$ cat src/rtl/alu_sequencer_pkg.sv
// alu_sequencer_pkg: opcodes, FSM states and opcode decode shared by the sequencer and the ALU.
package alu_sequencer_pkg;
  localparam logic [3:0] ADD = 4'd0;
  localparam logic [3:0] SUB = 4'd1;
  localparam logic [3:0] AND = 4'd2;
  localparam logic [3:0] OR  = 4'd3;
  localparam logic [3:0] XOR = 4'd4;
  typedef enum logic [1:0] {IDLE, ISSUE, WAIT, RESP} state_t;
  function automatic logic is_op(input logic [3:0] m);
    return m <= XOR;
  endfunction
  function automatic logic is_arith(input logic [3:0] m);
    return m == ADD || m == SUB;
  endfunction
endpackage

$ cat src/rtl/alu_sequencer_rr_arbiter2.sv
// rr_arbiter2: two-way round-robin grant; the pointer flips to the other requester on every grant.
module rr_arbiter2 (
  input  logic       clk,
  input  logic       rst_n,
  input  logic       en,
  input  logic [1:0] req,
  output logic [1:0] gnt
);
  logic ptr;
  assign gnt[0] = en & req[0] & (~req[1] | ~ptr);
  assign gnt[1] = en & req[1] & (~req[0] | ptr);
  always_ff @(posedge clk or negedge rst_n)
    if (!rst_n) ptr <= 1'b0;
    else if (|gnt) ptr <= gnt[0];
endmodule

$ cat src/rtl/alu_sequencer.sv
// alu_sequencer: arbitrates two requesters onto one external ALU, one operation in flight at a time.
module alu_sequencer
  import alu_sequencer_pkg::*;
#(
  parameter int N = 8,
  parameter int ALU_LAT = 1
) (
  input  logic         clk,
  input  logic         rst_n,
  input  logic         req0_valid,
  input  logic         req1_valid,
  output logic         req0_ready,
  output logic         req1_ready,
  input  logic [3:0]   req0_mode,
  input  logic [3:0]   req1_mode,
  input  logic [N-1:0] req0_a,
  input  logic [N-1:0] req0_b,
  input  logic [N-1:0] req1_a,
  input  logic [N-1:0] req1_b,
  output logic         rsp_valid,
  input  logic         rsp_ready,
  output logic         rsp_id,
  output logic [N-1:0] rsp_data,
  output logic         rsp_zero,
  output logic         rsp_carry,
  output logic         rsp_err,
  output logic         alu_enable,
  output logic [3:0]   alu_mode,
  output logic [N-1:0] alu_a,
  output logic [N-1:0] alu_b,
  input  logic [N-1:0] alu_out,
  input  logic         alu_carry
);
  localparam int CW = ALU_LAT > 1 ? $clog2(ALU_LAT) : 1;
  state_t state, state_nxt;
  logic [CW-1:0] cnt;
  logic [1:0] gnt;
  logic acc, sel, last;
  logic [3:0] sel_mode;
  // Gating with rst_n keeps ready low while reset is asserted.
  rr_arbiter2 u_arb (
    .clk  (clk),
    .rst_n(rst_n),
    .en   (rst_n && state == IDLE),
    .req  ({req1_valid, req0_valid}),
    .gnt  (gnt)
  );
  assign req0_ready = gnt[0];
  assign req1_ready = gnt[1];
  assign acc = |gnt;
  assign sel = gnt[1];
  assign sel_mode = sel ? req1_mode : req0_mode;
  assign last = state == WAIT && cnt == '0;
  assign alu_enable = state == ISSUE;
  assign rsp_valid = state == RESP;
  always_ff @(posedge clk or negedge rst_n)
    if (!rst_n) state <= IDLE;
    else state <= state_nxt;
  always_comb begin
    state_nxt = state;
    case (state)
      IDLE:  state_nxt = acc ? (is_op(sel_mode) ? ISSUE : RESP) : IDLE;
      ISSUE: state_nxt = WAIT;
      WAIT:  state_nxt = last ? RESP : WAIT;
      RESP:  state_nxt = rsp_ready ? IDLE : RESP;
    endcase
  end
  always_ff @(posedge clk or negedge rst_n)
    if (!rst_n) begin
      cnt       <= '0;
      alu_mode  <= '0;
      alu_a     <= '0;
      alu_b     <= '0;
      rsp_id    <= 1'b0;
      rsp_data  <= '0;
      rsp_zero  <= 1'b0;
      rsp_carry <= 1'b0;
      rsp_err   <= 1'b0;
    end else begin
      if (acc) begin
        alu_mode <= sel_mode;
        alu_a    <= sel ? req1_a : req0_a;
        alu_b    <= sel ? req1_b : req0_b;
        rsp_id   <= sel;
        if (!is_op(sel_mode)) begin
          rsp_data  <= '0;
          rsp_zero  <= 1'b0;
          rsp_carry <= 1'b0;
          rsp_err   <= 1'b1;
        end
      end
      if (state == ISSUE) cnt <= CW'(ALU_LAT - 1);
      else if (state == WAIT) cnt <= cnt - CW'(1);
      if (last) begin
        rsp_data  <= alu_out;
        rsp_zero  <= alu_out == '0;
        rsp_carry <= is_arith(alu_mode) & alu_carry;
        rsp_err   <= 1'b0;
      end
    end
endmodule

$ cat config.mk
export PLATFORM = sky130hd
export DESIGN_NAME = alu_sequencer
export DESIGN_NICKNAME = d
export VERILOG_FILES = /design/src/rtl/alu_sequencer_pkg.sv /design/src/rtl/alu_sequencer_rr_arbiter2.sv /design/src/rtl/alu_sequencer.sv
export SDC_FILE = /design/constraint.sdc
export NUM_CORES = 1
export LEC_CHECK = 0
export ABC_AREA = 1
export BUFFER_PORTS_ARGS = -buffer_cell sky130_fd_sc_hd__buf_2
export CORE_UTILIZATION = 48
export CTS_BUF_LIST = sky130_fd_sc_hd__clkbuf_16
export CTS_CLUSTER_DIAMETER = 150
export DETAILED_ROUTE_END_ITERATION = 10
export MAX_ROUTING_LAYER = met4
export PLACE_DENSITY = 0.8
export SLEW_MARGIN = 20
export SYNTH_ARGS = -nofsm -noshare
export SYNTH_HDL_FRONTEND = slang
export SYNTH_SLANG_ARGS = --single-unit
$ cat constraint.sdc
create_clock -name clk -period 4.8 [get_ports clk]
set_input_delay 0.48 -clock clk [delete_from_list [all_inputs] [get_ports clk]]
set_output_delay 0.48 -clock clk [all_outputs]
set_load 0.005 [all_outputs]
After elaboration in Yosys (flattened, before gate mapping). Index checks and enable logic that the tools add are counted.

Flip-flop bits (word level): 36. Bits in latches: 0. Bits in writable memories: 0. Memory bits (read-only): 0. Input bits: 54. Output and inout port bits: 36. Word-level logic and storage cells: 59. Memories kept: 0.

Add/sub/neg operators: 1. $mul: 0. Div/mod/pow operators: 0. Magnitude comparators: 1. Equality and inequality tests: 5. Shift operators: 0. Muxes and demuxes: 20. Bitwise operators: 11. Reduce and logical (&&, ||, !) cells: 10.

Operator list (count): 8-bit 2-to-1 mux (5); 1-bit 2-to-1 mux (10); 8-bit logical NOT (1); 2-bit case mux with 4 select lines (1); 2-bit 2-to-1 mux (3); 1-bit AND (5); 2-bit == test, second input constant (2); 4-bit by 1-bit == test with 1-bit output, second input constant (1); 4-bit by 3-bit less-or-equal comparator with 1-bit output, second input constant (1); 4-bit logical NOT (1); 4-bit 2-to-1 mux (1); 1-bit inverter (4); 2-bit nonzero test (2); 2-bit by 1-bit == test with 1-bit output, second input constant (1); 1-bit logical AND (2); 2-bit logical NOT (1); 2-bit inequality test, second input constant (1); 1-bit bitwise OR (2); 2-bit AND reduction (1); 2-bit OR reduction (1); 1-bit logical OR (1); 1-bit subtractor, second input constant (1).

Longest topological paths before layout. Gate-level depths: netlist (run 1).

Word-level depth: 9. Depth in mapped cells: 14. Depth with buffers taken out: 13.

Modules after synthesis. From an unflattened synthesis (run 1), not the netlist that was laid out.

Cells, all modules: 211. Area total of the unflattened synthesis: 1699.1 um^2.

Modules (own cells, without submodules): alu_sequencer (times used 1, cells an instance 200, area an instance 1635.3 um^2, seq. area each 875.8 um^2); rr_arbiter2 (times used 1, cells an instance 11, area an instance 63.8 um^2, seq. area each 25.0 um^2).

Worst setup path after synthesis (run 1). No wires, ideal clock.

Path kind: flip-flop to output port. Start: register state[0]. End: output req1_ready. Arrival time: 1.272 ns. Data required time: 4.320 ns. Setup slack: 3.048 ns. Stages on the path, launching flop included: 9. Path buffers: 2. Cell sequence: dfrtp_1 inv_1 ha_1 nand2_2 nor2_4 nand2_2 inv_2 buf_6 buf_2.

Longest elaborated chain between the ends: 4.

RTL lines: start, declared (RTL line alu_sequencer.sv:35) `state_t state, state_nxt;`; start signal, assigned (RTL line alu_sequencer.sv:58) `else state <= state_nxt;`; 2-bit logical NOT (RTL line alu_sequencer.sv:44) `.en (rst_n && state == IDLE),`; 1-bit logical AND (RTL line alu_sequencer.sv:44); 1-bit AND (2 in series) (RTL line alu_sequencer_rr_arbiter2.sv:11) `assign gnt[1] = en & req[1] & (~req[0] | ptr);`; end, declared (RTL line alu_sequencer.sv:13) `output logic req1_ready,`.

No other way between the ends.

Worst setup path in the final report (run 1).
Start: input rst_n. End: output req1_ready.

Longest elaborated chain between the ends: 3.

RTL lines: start, declared (RTL line alu_sequencer.sv:9) `input logic rst_n,`; 1-bit logical AND (RTL line alu_sequencer.sv:44); 1-bit AND (2 in series) (RTL line alu_sequencer_rr_arbiter2.sv:11).

No other way between the ends.

==> results of run 1 <==
## worst max-delay path, cell delays in order
cell	delay, ns
buf_2	0.61
nand2_2	0.18
nor2_4	0.14
nand2_2	0.27
inv_2	0.41
buf_2	0.19
## cell usage after synthesis (2+ instances only)
master / number / area share (%)
ha_1: 4 / 2.9
nor2_4: 2 / 1.3
nor4_1: 2 / 0.71
o21ai_2: 9 / 4.5
buf_2: 2 / 0.57
nand2_2: 4 / 1.4
o21ai_1: 2 / 0.57
nor2_1: 20 / 4.3
nand2_1: 63 / 14
clkbuf_1: 2 / 0.43
nand3_1: 2 / 0.57
dfrtp_1: 36 / 51
inv_1: 13 / 2.8
buf_4: 2 / 0.86
a21oi_1: 17 / 4.9
buf_6: 2 / 1.3
o21ai_0: 13 / 3.7
## flip-flops by register name, indices dropped and copies added (netlist names), 2 cells and up
name and count:
alu_mode 4, state 2, alu_b 8, alu_a 8, rsp_data 8
## final cells by class
cell class | instances | area [um^2] | area share (%)
repair buffers | 89 | 445.4 | 18.85
multi-input cells | 147 | 739.5 | 31.29
flip-flops and latches | 36 | 900.9 | 38.12
well taps | 46 | 57.56 | 2.435
clock inverters | 3 | 38.79 | 1.641
inverters | 15 | 56.30 | 2.382
clock buffers | 5 | 125.1 | 5.294
## metal layers
layer | part of all wire, % | routed length [um] | track usage (%) | up-vias
met5 | 0 | 0 | - | -
met4 | 0.82 | 32 | 8.430 | 0
met1 | 43 | 1705 | 28.54 | 750
met2 | 48 | 1867 | 36.28 | 81
li1 | - | - | - | 835
met3 | 8.2 | 320 | 6.752 | 4
## per-stage QoR
stage / hold WS (ns) / total power, mW / util, % / worst slack [ns]
final: 0.2946 / 1.396 / 69.19 / 2.024
after global routing: 0.3678 / 1.515 / 69.19 / 1.769
after CTS: 0.3190 / 1.413 / 69.19 / 1.978
after detailed placement: 0.4554 / 1.052 / 64.40 / 1.881
after global placement: 0.4511 / 1.035 / 64.40 / 1.956
after floorplan: 0.1844 / 0.8455 / - / 3.048
## power by group through the flow
stage / clock (mW) / combinational [mW] / sequential [mW]
after CTS: 0.363 / 0.527 / 0.523
final: 0.355 / 0.520 / 0.521
after detailed placement: 0 / 0.529 / 0.523
after global routing: 0.379 / 0.597 / 0.539
after global placement: 0 / 0.510 / 0.525
after floorplan: 0 / 0.314 / 0.531
## cells in the final DEF, fill, tap and decap left out, types with 2 or more instances in the layout
| cell type | instances |
|---|---|
| nand2_2 | 4 |
| clkbuf_16 | 5 |
| nor4_1 | 2 |
| inv_1 | 14 |
| nand3_1 | 2 |
| a21oi_1 | 17 |
| o21ai_0 | 13 |
| nand2_1 | 63 |
| dfrtp_1 | 36 |
| buf_2 | 89 |
| nor2_4 | 2 |
| o21ai_1 | 2 |
| o21ai_2 | 9 |
| nor2_1 | 20 |
| ha_1 | 4 |
## worst max-delay path by stage
stage	slack, ns	start	cells past startpoint	endpoint
3_3_place_gp	1.96	rst_n	10	rsp_data[3]
6_report	2.02	rst_n	6	req1_ready
4_1_cts	1.98	rst_n	6	req1_ready
3_5_place_dp	1.88	rst_n	10	rsp_data[2]
5_1_grt	1.77	rst_n	6	req1_ready
2_1_floorplan	3.05	state[0]	8	req1_ready
## logic make-up (layout without fill, tap and decap cells)
| group | Yosys count | after routing | share of synthesized area, % |
|---|---|---|---|
| flip-flops | 36 | 36 | 51.43 |
| AND/OR/NAND/NOR | 99 | 99 | 24.43 |
| adder cells (fa/ha/maj) | 4 | 4 | 2.857 |
| buffers and inverters | 23 | 112 | 6.357 |
| AO/OA/AOI/OAI | 44 | 44 | 14.93 |
==> flow_metrics.py, run 1 <==
metrics = {
    "cts": {
        "post_cts_buffers": 0,
        "clockBufferDepth": 2,
        "cts_buffers": 5,
        "cts_resized": 0,
        "cts_max_level": 2,
        "cts_tree": "built",
        "cts-root-buf": "clkbuf_16",
        "clock_latency_ns": 0.27,
        "cts_hold_buffers": 0,
        "clk_pin_slew_ns": 0.05,
        "cts.sinks": 36,
    },
    "sta": {
        "setup_viol": 0,
        "tightest_slew_ns": 0.8834,
        "setup_tns_ns": 0,
        "period_share_pct": 57.83,
        "final.setup_skew_ns": 0.003953,
        "hold_viol": 0,
        "fmax_ghz": 0.3602,
        "rsz0062_at_grt": "no",
        "period_minus_slack_ns": 2.776,
        "slew_headroom_pct": 41.11,
        "slew_violations": 0,
    },
    "detailed_routing": {
        "route.detailed.drc": 0,
        "ant_nets": 0,
        "drtPass1Iterations": 4,
        "wl_per_cell_um": 11.51,
        "drt-total-wl_mm": 3.925,
        "viasPerCell": 4.897,
        "vias": 1670,
        "drtIter0Drc": 97,
    },
    "cells_and_area": {
        "n_antenna_cell": 0,
        "finalNonFillerCells": 341,
        "drive_above_1_share_pct": 38.98,
        "syn2layout_area_growth_pct": 34.93,
        "fillers": 313,
        "fin_nets": 352,
        "fin_area_um2": 2364,
    },
    "logic_synthesis": {
        "yosysSeqAreaShare_pct": 51.43,
        "netlist_area_um2": 1752,
        "ys.flop_type": "dfrtp_1",
        "synth_cell_type_count": 28,
        "avgSynthCellArea_um2": 8.503,
        "synthesis.nets": 264,
        "synth_seq_cells": 36,
        "synthArstFlopShare_pct": 100.0,
        "synth_edf_count": 0,
        "yosysWarnings": 0,
        "syn_inst": 206,
    },
    "run_status": {
        "status": "complete, no violations",
    },
    "hold_path": {
        "min_path_type": "input port to async pin",
    },
    "grt": {
        "grt_max_degree": 38,
        "grt-ovfl-total": 0,
        "gr-usage-all-layers_pct": 23.19,
        "grt_pass1_vias": 1599,
        "antenna_found_initial": 0,
        "grt_first_pass_wirelength_mm": 6.941,
    },
    "critical_path": {
        "worstPathRequired_ns": 4.32,
        "startpoint_type": "input port",
        "crit_fanout": 37,
        "r2r-end": "rsp_data[2]",
        "path_class": "input port to output pin",
        "rr_worst_depth": 11,
        "critPathCaptureType": "output pin",
        "r2r_slack_ns": 2.27,
        "r2r_start": "state[0]",
        "cp.arrival_ns": 2.30,
    },
    "power": {
        "p_sw_share_pct": 34.58,
        "p_int_mw": 0.9133,
        "clockPowerShare_pct": 25.4,
        "power_frac_seq_pct": 37.3,
        "leakage_nw": 1.329,
        "peakVddDrop_mv": 0.2820,
        "switchingPower_mw": 0.4827,
        "comb_power_share_pct": 37.3,
        "power.density_nw_per_um2": 590.7,
    },
    "floorplan": {
        "num_rows": 21,
        "die_h_um": 62.41,
        "io_pins": 90,
        "fp.dieW_um": 62.41,
        "die-area_um2": 3895,
        "design.core.area_um2": 3416,
        "start_util_pct": 51.28,
    },
    "place": {
        "placedCellCount": 333,
        "dp_hpwl_mm": 2.868,
        "post_dp_cell_area_um2": 2200,
        "portBuffers": 89,
        "place.gp.congestion": 0.7333,
    },
    "flow_run": {
        "maxCapViolCount": 0,
    },
}
(Power assumes the default switching activity.)
==> inputs of run 2 (changes only) <==
- ABC_AREA: 1 -> 0
- CORE_UTILIZATION: 48 -> 44
- PLACE_DENSITY: 0.8 -> 0.75
- clock period: 4.8 -> 2.86 ns (I/O delays scaled with it)
==> run 2 against run 1 <==
Effect of this change: clock power up 40%; first-iteration DRC count down 8.2%; sequential share of layout area up 0.87 points; critical path type is now flop to flop; synthesized cell count down 18%; largest cell class unchanged; worst hold slack worse by 0.20 ns; clock-buffer cell count unchanged; cell area down 2.2%; global-route usage down 2.4 points; non-clock buffer count up 3.
==> flow_metrics.py, run 2 <==
metrics = {
    "logic_synthesis": {
        "syn_inst": 168,
        "synthArstFlopShare_pct": 100.0,
        "synthTopCellsByArea": "dfrtp_1, mux2i_1, a21oi_1, nor2_1, nand2_1",
        "synth_cell_type_count": 27,
        "yosys-top-cells-count": "dfrtp_1, nor2_1, nand2_1, a21oi_1, mux2i_1",
        "yosysMostFrequentCell": "dfrtp_1",
        "yosysWarnings": 0,
        "synth_edf_count": 0,
        "netlist.area_leader.share_pct": 52.94,
        "avgSynthCellArea_um2": 10.13,
        "synthesis.nets": 226,
        "ys.flop_type": "dfrtp_1",
        "yosysSeqAreaShare_pct": 52.94,
        "synth_seq_cells": 36,
        "yosys.area.top_type": "dfrtp_1",
        "netlist_area_um2": 1702,
    },
    "place": {
        "post_dp_cell_area_um2": 2177,
        "portBuffers": 89,
        "placedCellCount": 299,
        "dp_hpwl_mm": 2.929,
        "place.gp.congestion": 0.7815,
    },
    "cts": {
        "cts_resized": 0,
        "cts_max_level": 2,
        "cts_buffers": 5,
        "clk_pin_slew_ns": 0.05,
        "post_cts_buffers": 0,
        "cts-root-buf": "clkbuf_16",
        "cts.sinks": 36,
        "cts_tree": "built",
        "clock_latency_ns": 0.27,
        "cts_hold_buffers": 0,
        "clockBufferDepth": 2,
    },
    "sta": {
        "final.setup_skew_ns": 0.002903,
        "setup_viol": 0,
        "period_share_pct": 74.87,
        "tightest_slew_ns": 0.6556,
        "hold_viol": 0,
        "slew_violations": 0,
        "fmax_ghz": 0.4670,
        "slew_headroom_pct": 56.20,
        "rsz0062_at_grt": "no",
        "setup_tns_ns": 0,
        "period_minus_slack_ns": 2.141,
    },
    "detailed_routing": {
        "viasPerCell": 4.902,
        "drt-total-wl_mm": 3.796,
        "drtPass1Iterations": 4,
        "drtIter0Drc": 89,
        "ant_nets": 0,
        "vias": 1500,
        "route.detailed.drc": 0,
        "wl_per_cell_um": 12.41,
    },
    "floorplan": {
        "die_h_um": 64.19,
        "num_rows": 22,
        "die-area_um2": 4120,
        "start_util_pct": 46.13,
        "design.core.area_um2": 3689,
        "fp.dieW_um": 64.19,
        "io_pins": 90,
    },
    "power": {
        "clockPowerShare_pct": 22.5,
        "peakVddDrop_mv": 0.4823,
        "power_frac_seq_pct": 40.7,
        "p_int_mw": 1.482,
        "comb_power_share_pct": 36.8,
        "p_sw_share_pct": 32.86,
        "power.density_nw_per_um2": 955.1,
        "switchingPower_mw": 0.7254,
        "leakage_nw": 1.293,
    },
    "grt": {
        "grt_first_pass_wirelength_mm": 6.334,
        "grt_pass1_vias": 1467,
        "grt_max_degree": 38,
        "gr-usage-all-layers_pct": 20.79,
        "grt-ovfl-total": 0,
        "antenna_found_initial": 0,
    },
    "flow_run": {
        "maxCapViolCount": 0,
    },
    "critical_path": {
        "startpoint_type": "flop",
        "cp.arrival_ns": 2.27,
        "path_class": "flop to flop",
        "crit_fanout": 14,
        "worstPathRequired_ns": 2.99,
        "critPathCaptureType": "flop",
    },
    "cells_and_area": {
        "drive_above_1_share_pct": 39.92,
        "fin_area_um2": 2311,
        "final_cell_mix": "buf_2, dfrtp_1, nor2_1",
        "fin_nets": 316,
        "finalNonFillerCells": 306,
        "syn2layout_area_growth_pct": 35.81,
        "n_antenna_cell": 0,
        "layout_commonest_cell": "buf_2",
        "top_regs": "alu_a: 8 flops, alu_b: 8 flops, rsp_data: 8 flops",
    },
    "hold_path": {
        "min_path_type": "input port to async pin",
    },
    "run_status": {
        "status": "complete, no violations",
    },
}
-- run 2: changes by cell type after synthesis, moves of 3 or more --
cell | previous run | this run
nand2_1 | 63 | 23
o21ai_2 | 9 | 0
a21oi_1 | 17 | 20
inv_1 | 13 | 5
o21a_1 | 0 | 3
o21ai_0 | 13 | 9
nor2_1 | 20 | 24
mux2i_1 | 0 | 20
nand2_2 | 4 | 0
-- run 2: logic make-up (layout without fill, tap and decap cells) --
group / count (synthesis) / in the layout / share of synthesized area [%]
and+or+nand+nor: 56 / 56 / 14.12
AOI/OAI and AO/OA: 37 / 37 / 13.38
DFF: 36 / 36 / 52.94
muxes: 21 / 21 / 12.43
buffers and inverters: 14 / 104 / 4.191
adders and majority gates: 4 / 4 / 2.941
-- run 2: stage by stage --
step	util, %	power, mW	setup WS [ns]	hold slack (ns)
after floorplan	-	1.372	1.318	-0.009591
after global placement	59.02	1.700	0.8289	0.4162
after detailed placement	59.02	1.734	0.7179	0.4103
after CTS	62.65	2.241	0.6944	0.1185
after global routing	62.65	2.388	0.5074	0.1510
final	62.65	2.207	0.7187	0.09799
-- run 2: per-layer routing --
layer	part of all wire, %	GRT usage (%)
met5	0	-
met4	1.3	8.333
met3	6.3	3.929
met2	49	35.51
met1	44	24.08
-- run 2: final timing paths --
check,from,to,slack [ns],cells after the start
worst min register to register,rsp_err,rsp_err,0.48,1
worst min-delay path,rst_n,alu_mode[0],0.1,2
worst max-delay path,state[0],rsp_zero,0.72,5
max in group asynchronous,rst_n,alu_a[5],2.43,2
worst max register to register,state[0],rsp_zero,0.72,5
min in group clk,alu_out[0],rsp_data[0],0.23,3
-- run 2: final cells by class --
cell class | count | area (um^2)
fill | 340 | 1378
sequential | 36 | 900.9
multi-input combinational | 118 | 729.5
timing repair buffer | 92 | 467.9
clock buffer | 5 | 125.1
tap | 48 | 60.06
inverter | 5 | 18.77
clock inverter | 2 | 8.758
-- run 2: power by group through the flow --
stage	Combinational (mW)	Clock [mW]	Sequential, mW
2_1_floorplan	0.459	0	0.913
3_3_place_gp	0.800	0	0.900
3_5_place_dp	0.829	0	0.905
4_1_cts	0.827	0.512	0.901
5_1_grt	0.924	0.531	0.932
6_report	0.813	0.496	0.898
-- run 2: critical path, cell delays in order (launching register included) --
cell and delay [ns]:
dfrtp_1 0.40, inv_1 0.10, ha_1 0.29, nand4_2 0.45
o22ai_2 0.58, o21ai_0 0.18
==> inputs of run 3 (changes only) <==
- clock period: 2.86 -> 2.1 ns (I/O delays scaled with it)
==> run 3 against run 2 <==
Effect of this change: flip-flop and latch count unchanged; worst hold slack worse by 0.023 ns; critical path depth up 1; wire length up 2.8%; utilization up 0.51 points; worst setup slack worse by 0.58 ns; via count up 2.2%; sequential power up 36%; clock skew down 0.0014 ns; critical endpoint is now req0_ready; highest routed layer unchanged.
==> flow_metrics.py, run 3 (same netlist as run 2, synthesis figures left out) <==
metrics = {
    "grt": {
        "gr-usage-all-layers_pct": 20.17,
        "antenna_found_initial": 0,
        "grt_pass1_vias": 1502,
        "grt_max_degree": 37,
        "grt_first_pass_wirelength_mm": 6.265,
        "grt-ovfl-total": 0,
    },
    "cells_and_area": {
        "n_antenna_cell": 0,
        "fillers": 340,
        "multi_input_area_um2": 729.5,
        "drive_above_1_share_pct": 40.38,
        "finalNonFillerCells": 308,
        "layout_commonest_cell": "buf_2",
        "regArea_um2": 900.9,
        "final_cell_mix": "buf_2, dfrtp_1, nor2_1",
        "fin_nets": 318,
        "fin_area_um2": 2330,
        "syn2layout_area_growth_pct": 36.91,
        "top_regs": "alu_a: 8 flops, alu_b: 8 flops, rsp_data: 8 flops",
    },
    "place": {
        "place.gp.congestion": 0.8094,
        "placedCellCount": 301,
        "dp_hpwl_mm": 2.956,
        "pre_cts_slack_ns": 0.2133,
        "portBuffers": 89,
        "post_dp_cell_area_um2": 2192,
    },
    "run_status": {
        "status": "complete, no violations",
    },
    "sta": {
        "fmax_ghz": 0.5099,
        "final.setup_skew_ns": 0.001492,
        "slew_violations": 0,
        "period_minus_slack_ns": 1.961,
        "setup_slack_ns": 0.1386,
        "tightest_slew_ns": 0.4597,
        "hold_viol": 0,
        "rsz0062_at_grt": "no",
        "setup_viol": 0,
        "period_share_pct": 93.40,
        "setup_tns_ns": 0,
        "slew_headroom_pct": 69.35,
    },
    "cts": {
        "clock_latency_ns": 0.27,
        "cts-root-buf": "clkbuf_16",
        "cts_max_level": 2,
        "cts_hold_buffers": 0,
        "cts.sinks": 36,
        "cts_tree": "built",
        "clockBufferDepth": 2,
        "clk_pin_slew_ns": 0.05,
        "cts_buffers": 5,
    },
    "hold_path": {
        "min_path_type": "input port to async pin",
    },
    "critical_path": {
        "cp.arrival_ns": 1.75,
        "crit_fanout": 8,
        "path_class": "flop to output pin",
        "critPathCaptureType": "output pin",
        "rr_worst_depth": 5,
        "worstPathRequired_ns": 1.89,
        "startpoint_type": "flop",
    },
    "detailed_routing": {
        "wl_per_cell_um": 12.67,
        "drt-total-wl_mm": 3.902,
        "vias": 1533,
        "ant_nets": 0,
        "drtPass1Iterations": 4,
        "route.detailed.drc": 0,
        "viasPerCell": 4.977,
        "drtIter0Drc": 91,
    },
    "power": {
        "leakage_nw": 1.305,
        "comb_power_share_pct": 37.7,
        "power_mw": 3.020,
        "peakVddDrop_mv": 0.8458,
        "power_frac_seq_pct": 40.4,
        "switchingPower_mw": 0.9873,
        "power.density_nw_per_um2": 1296,
        "p_int_mw": 2.032,
        "p_sw_share_pct": 32.70,
        "clockPowerShare_pct": 21.9,
    },
    "floorplan": {
        "num_rows": 22,
        "fp.dieW_um": 64.19,
        "die-area_um2": 4120,
        "io_pins": 90,
        "start_util_pct": 46.13,
        "die_h_um": 64.19,
        "design.core.area_um2": 3689,
    },
    "flow_run": {
        "maxCapViolCount": 0,
    },
}
==> run 3: cell count changes in the layout (fill, tap and decap cells not counted), sizes merged <==
| cell | before | now |
|---|---|---|
| buf | 92 | 94 |
==> run 3: final timing paths <==
check / start / end / slack [ns]
setup / recovery: state[0] / req0_ready / 0.14
hold / removal: rst_n / alu_mode[0] / 0.08
setup reg to reg: state[0] / rsp_data[2] / 0.20
hold reg to reg: rsp_id / rsp_id / 0.48
max in group asynchronous: rst_n / rsp_err / 1.72
min in group clk: alu_out[3] / rsp_data[3] / 0.16
==> run 3: power groups by stage <==
stage | clock [mW] | combinational (mW) | sequential (mW)
global placement | 0 | 1.11 | 1.22
floorplan | 0 | 0.625 | 1.24
global route | 0.707 | 1.28 | 1.26
finish | 0.663 | 1.14 | 1.22
CTS | 0.681 | 1.15 | 1.22
detailed placement | 0 | 1.15 | 1.23
==> run 3: area by class of cell <==
type,instances,area share (%)
Timing Repair Buffer,94,20.89
Multi-Input combinational cell,118,31.31
Clock inverter,2,0.3759
Sequential cell,36,38.67
Tap cell,48,2.578
Clock buffer,5,5.371
Inverter,5,0.8056
==> run 3: stage by stage <==
step | utilization [%] | hold slack (ns)
3_5_place_dp | 59.43 | 0.3747
6_report | 63.16 | 0.07533
3_3_place_gp | 59.43 | 0.3714
2_1_floorplan | - | -0.08559
5_1_grt | 63.16 | 0.1157
4_1_cts | 63.06 | 0.08938
==> run 3: layer usage <==
metal / wire length, um / vias up / track usage [%]
met1: 1729 / 714 / 23.85
met2: 1893 / 63 / 34.97
li1: - / 752 / -
met5: 0 / - / -
met4: 43 / 0 / 5.000
met3: 235 / 4 / 4.286
==> run 3: critical path, stage by stage, from the launching register on <==
cell and delay [ns]:
dfrtp_1 0.40, inv_1 0.09, ha_1 0.28, nand4_2 0.29, buf_4 0.28, inv_1 0.05
buf_2 0.10
==> run 3: timing repair <==
action / in CTS / in global routing
resized for setup: 0 / 1
endpoints found under the setup margin: 0 / 1
buffers inserted: 0 / 0
